### src/rtl/jesd_ramp_checker_pkg.sv
// Shared types and widths for the JESD ramp checker.
package jesd_ramp_checker_pkg;

  localparam int unsigned CNT_W        = 32;
  localparam int unsigned RELOCK_CNT_W = 16;
  localparam int unsigned IDX_W        = 16;
  localparam int unsigned BAD_W        = 8;

  typedef enum logic [1:0] {
    IDLE    = 2'd0,
    ACQUIRE = 2'd1,
    CHECK   = 2'd2
  } state_e;

endpackage

### src/rtl/jesd_ramp_checker_beat_cmp.sv
// Stage-2 compare: checks one registered beat against the ramp starting at base.
module jesd_ramp_checker_beat_cmp
  import jesd_ramp_checker_pkg::*;
#(
  parameter int unsigned NUM_CH         = 4,
  parameter int unsigned SAMPLES_PER_CH = 2,
  parameter int unsigned NP             = 16
) (
  input  logic [NP-1:0]                         base,
  input  logic [NUM_CH-1:0]                     enable,
  input  logic [NUM_CH*SAMPLES_PER_CH*NP-1:0]   data,
  output logic [NUM_CH*SAMPLES_PER_CH-1:0]      mism_vec,
  output logic [IDX_W-1:0]                      first_idx,
  output logic [NP-1:0]                         first_exp,
  output logic [NP-1:0]                         first_act
);

  localparam int unsigned NS = NUM_CH * SAMPLES_PER_CH;

  logic [NP-1:0] exp_arr [NS];

  // Expected value of sample (i,j) is base + NUM_CH*j + i, wrapping at 2^NP.
  always_comb begin
    for (int i = 0; i < int'(NUM_CH); i++) begin
      for (int j = 0; j < int'(SAMPLES_PER_CH); j++) begin
        exp_arr[SAMPLES_PER_CH*i + j] = base + NP'(NUM_CH*j + i);
      end
    end
  end

  // Per-sample mismatch, masked by the channel enable.
  always_comb begin
    mism_vec = '0;
    for (int i = 0; i < int'(NUM_CH); i++) begin
      for (int j = 0; j < int'(SAMPLES_PER_CH); j++) begin
        mism_vec[SAMPLES_PER_CH*i + j] = enable[i] &&
          (data[NP*(SAMPLES_PER_CH*i + j) +: NP] != exp_arr[SAMPLES_PER_CH*i + j]);
      end
    end
  end

  // Lowest flat index wins: scan downward so the last hit is the smallest.
  always_comb begin
    first_idx = '0;
    first_exp = '0;
    first_act = '0;
    for (int k = int'(NS) - 1; k >= 0; k--) begin
      if (mism_vec[k]) begin
        first_idx = IDX_W'(k);
        first_exp = exp_arr[k];
        first_act = data[NP*k +: NP];
      end
    end
  end

endmodule

### config.mk
export PLATFORM = sky130hd
export DESIGN_NAME = jesd_ramp_checker_beat_cmp
export DESIGN_NICKNAME = d
export VERILOG_FILES = /design/src/rtl/jesd_ramp_checker_pkg.sv /design/src/rtl/jesd_ramp_checker_beat_cmp.sv
export SDC_FILE = /design/constraint.sdc
export NUM_CORES = 1
export LEC_CHECK = 0
export BUFFER_PORTS_ARGS = -buffer_cell sky130_fd_sc_hd__buf_2
export CORE_UTILIZATION = 43
export DETAILED_ROUTE_END_ITERATION = 6
export GPL_TIMING_DRIVEN = 1
export PLACE_DENSITY = 0.66
export SLEW_MARGIN = 20
export SYNTH_ARGS = -nofsm -noshare
export SYNTH_HDL_FRONTEND = slang
export SYNTH_SLANG_ARGS = --single-unit
### constraint.sdc
create_clock -name vclk -period 12.89
set_clock_uncertainty 0.1 [all_clocks]
set_input_delay 2.578 -clock vclk [all_inputs]
set_output_delay 2.578 -clock vclk [all_outputs]
set_load 0.02 [all_outputs]
==> Word-level counts from Yosys, hierarchy flattened <==
Cells that the tools add are included.
Widths: inputs -> output; s select.
{ "totals": {"regBits": 0, "inputBits": 148, "out_inout_bits": 56, "wordCells": 47} }
{ "op_classes": {"addsub": 7, "n_eq_ne": 8, "n_mux": 24, "n_reduce_logical": 8} }
{ "op_table": {"columns": ["cell", "count"], "rows": [
  ["$mux 16", 23],
  ["$ne 16x16->1", 8],
  ["$add 16x3->16 const B", 4],
  ["$add 16x2->16 const B", 2],
  ["$add 16x1->16 const B", 1],
  ["$logic_and 1x1->1", 8],
  ["$mux 3", 1]
]} }

==> Logic depth before layout (Yosys ltp) <==
{ "depth": {"ltp_word": 11, "ltp_mapped": 19, "depth_no_buf": 14} }

==> Worst setup path after synthesis <==
No wires, ideal clock.
{ "synth_path": {"kind": "in2out", "from": "in base[0]", "to": "out first_exp[0]", "t_arrival_ps": 6788, "t_required_ps": 10212, "setup_slack_ps": 3424, "path_stages": 16, "path_buffers": 5, "path_cell_list": "buf_2 > buf_1 > clkbuf_1 > inv_1 > ha_1 > nand4b_1 > a311oi_1 > o2bb2ai_1 > or4b_1 > or4_4 > and2_4 > buf_6 > clkbuf_1 > o21ai_0 > a31oi_1 > o21a_1"} }
{ "synth_via": {"word_cells_on_any_way": 31, "cone_classes": "add/sub: 7; eq/ne: 8; mux: 8; reduce/logical: 8"} }
{ "synth_lines": {"columns": ["element", "line", "text"], "rows": [
  ["start: declaration", "jesd_ramp_checker_beat_cmp.sv:9", "input logic [NP-1:0] base,"],
  ["$add 16x2->16", "jesd_ramp_checker_beat_cmp.sv:26", "exp_arr[SAMPLES_PER_CH*i + j] = base + NP'(NUM_CH*j + i);"],
  ["$ne 16x16->1", "jesd_ramp_checker_beat_cmp.sv:37", "(data[NP*(SAMPLES_PER_CH*i + j) +: NP] != exp_arr[SAMPLES_PER_CH*i + j]);"],
  ["$logic_and 1x1->1", "jesd_ramp_checker_beat_cmp.sv:36", "mism_vec[SAMPLES_PER_CH*i + j] = enable[i] &&"],
  ["via mism_vec[6]", "jesd_ramp_checker_beat_cmp.sv:12", "output logic [NUM_CH*SAMPLES_PER_CH-1:0] mism_vec,"],
  ["$mux 16 (7 in series)", "jesd_ramp_checker_beat_cmp.sv:48", "if (mism_vec[k]) begin"],
  ["end: declaration", "jesd_ramp_checker_beat_cmp.sv:14", "output logic [NP-1:0] first_exp,"]
]} }
The timed path passes the listed nets, and every way through them passes these cells.

==> Worst setup path after layout <==
{ "layout_path": {"from": "in base[3]", "to": "out first_act[14]"} }
{ "layout_via": {"elab_chain_len": 11, "word_cells_on_any_way": 31, "cone_classes": "add/sub: 7; eq/ne: 8; mux: 8; reduce/logical: 8"} }
{ "layout_lines": {"columns": ["element", "line", "text"], "rows": [
  ["$add 16x3->16", "jesd_ramp_checker_beat_cmp.sv:26", null],
  ["$ne 16x16->1", "jesd_ramp_checker_beat_cmp.sv:37", null],
  ["$logic_and 1x1->1", "jesd_ramp_checker_beat_cmp.sv:36", null],
  ["$mux 16 (7 in series)", "jesd_ramp_checker_beat_cmp.sv:48", null],
  ["$mux 16 (*)", "jesd_ramp_checker_beat_cmp.sv:48", null],
  ["end: declaration", "jesd_ramp_checker_beat_cmp.sv:15", "output logic [NP-1:0] first_act"]
]} }
Mark *: on every way between the ends. The rest lies on a longest branch, timed or not.

==> flow_summary_export.csv <==
group,metric,value,unit
run_status,run_status,"complete, but fails checks",
run_status,violations,"DRC",
synth,ys_top_cells_by_area,"xnor2_1, xor2_1, o21ai_0",
place,numPortBuffers,191,
floorplanning,core,16120,sq um
floorplanning,start_util,44.64,%
critical_path,slowest_delay,0.88,ns
hold_path,hold_class,"primary input to primary output",
synth,synthXorXnorAreaFrac,21.81,%
sta,hold_viol,0,
power_and_ir_drop,max-vdd-ir-drop,0.02897,mV
place,dpl-instance-area,8071,sq um
critical_path,worst_path_most_repeated_cell,"buf_2",
global_route,grt_util_all_layers,42.67,%
sta,finalCritPeriodShare,86.03,%
place,place_worst_setup_slack,2.059,ns
critical_path,worst_ep_required_time,10.21,ns
floorplanning,num_rows,46,
detailed_routing,viasPerCell,6.943,
global_route,grt_max_degree,40,
run,drv_cap,0,
sta,whs,5.429,ns
global_route,met1_usage,56.96,%
place,placedCellCount,1424,
global_route,grt_busiest_layer,"met2",
layout,drive_above_1_share,20.12,%
place,place_hpwl,29410,um
synth,synth_cell_types,80,
global_route,grtUsageMet3,5.556,%
detailed_routing,vias,9887,
critical_path,worstPathCellList,"buf_2 -> ha_1 -> inv_1 -> a211oi_1 -> xnor3_1 -> nand2_1 -> nor4_1 -> a21boi_1 -> and2_1 -> a221oi_1 -> or4_1 -> a21oi_1 -> buf_2",
detailed_routing,ant_nets,0,
layout,final_common_cell,"buf_2",
detailed_routing,drt_iter0_drc,1791,
global_route,grt_pass1_vias,8727,
power_and_ir_drop,powerDensity,40.14,nW/um^2
sta,drv_slew,0,
synth,yosys.area_share.simple,31.04,%
layout,layout.nets,1367,
critical_path,worstPathArrival,8.41,ns
sta,rsz0062_at_grt,"no",
detailed_routing,wl,38890,um
synth,synth_mux_area_share,1.252,%
critical_path,cp_max_fo,32,
synth,synth-compound-area-share,34.64,%
floorplanning,io-pin-count,204,
global_route,antenna_found_initial,0,
synth,synthCells,1107,
layout,fin_cells,1424,
place,place_congestion,1.018,
critical_path,start_kind,"primary input",
synth,yosysWarnings,0,
critical_path,crit_slowest_cell,"ha_1",
synth,syn_area_per_cell,6.499,sq um
floorplanning,chipWidth,131.4,um
floorplanning,die_h,131.4,um
synth,synth_top_family_by_area,"compound AO/OA/AOI/OAI gates",
layout,n_fill_cell,1749,
sta,slew-limit-headroom,23.28,%
synth,synth_adder_area_share,1.565,%
layout,fin_area,8071,sq um
synth,yosys.area.top_type_share,11.81,%
cts,cts_hold_buffers,0,
sta,finalSetupViolations,0,
cts,cts_resized,0,
global_route,met2_usage,67.61,%
global_route,grt_pass1_wl,56470,um
sta,fmax,0.09018,GHz
critical_path,crit_type,"primary input to primary output",
floorplanning,dieArea,17250,sq um
layout,final_cell_mix,"buf_2, xnor2_1, o21ai_0, nor2_1, nand2_1",
sta,fin_ws,1.801,ns
synth,syn_area,7194,sq um
detailed_routing,wl_per_cell,27.31,um
power_and_ir_drop,p_leak,3.108,nW
sta,worst_pin_slew,1.150,ns
sta,min_period,11.09,ns
cts,cts_setup_buffers,0,
critical_path,cp-end-kind,"primary output",
layout,clkbuf_count,0,
layout,regArea,0,sq um
detailed_routing,drc,12,
layout,numSequentialCells,0,
synth,yosysTopAreaCell,"xnor2_1",
sta,setup_tns,0,ns
layout,syn2layout_area_growth,12.19,%
detailed_routing,drtPass1Iterations,7,
synth,seq_area_frac_synth,0,%
global_route,gr-total-overflow,0,
layout,antenna_cells,0,
-- routing by layer --
layer	share of wire, %	vias up
met5	0	-
met4	5.9	0
met3	12	125
met2	43	859
met1	39	4553
li1	-	4350
-- worst max-delay path, delay by kind of cell --
kind            cells  cell delay [ns]
xor+xnor            1             0.32
buf+inv             3             1.09
compound gates      4             1.83
simple gates        4             1.67
fa+ha+maj           1             0.88
-- synth_stat cells, types with 24 or more instances --
library cell	number
xor2_1	59
a21oi_1	64
and3_1	28
clkbuf_1	62
buf_2	29
nor2_1	74
nor4_1	28
inv_1	24
nand4_1	29
xnor2_1	97
o21ai_0	89
nor3_1	58
nand3_1	39
nand2_1	69
-- through the flow --
step	utilization, %	power (mW)
floorplan	-	0.1992
detailed placement	50.09	0.3116
global route	50.09	0.3381
CTS	50.09	0.3129
finish	50.09	0.3240
global placement	50.09	0.3129
-- where the power goes --
part | internal (mW) | switching, mW
combinational | 0.111 | 0.213
sequential | 0 | 0
clock | 0 | 0
total | 0.111 | 0.213
-- cell families (layout without fill, tap and decap cells) --
group | count (synthesis) | count (layout)
AO/OA/AOI/OAI | 356 | 356
multiplexers | 9 | 9
adder cells (fa/ha/maj) | 9 | 9
AND/OR/NAND/NOR | 417 | 417
buffers and inverters | 150 | 239
other | 1 | 13
XOR/XNOR | 165 | 165
-- cell type report --
type | count | area [sq um] | share of cell area, %
multi-input cells | 969 | 6586 | 81.60
repair buffers | 212 | 1114 | 13.80
well taps | 216 | 270.3 | 3.348
inverters | 27 | 101.3 | 1.256
-- path summary, 6_finish.rpt --
kind / from / to / slack (ns) / depth (start not counted)
max: base[3] / first_act[14] / 1.80 / 13
min: data[13] / first_act[13] / 5.43 / 3
(Power assumes the default switching activity.)
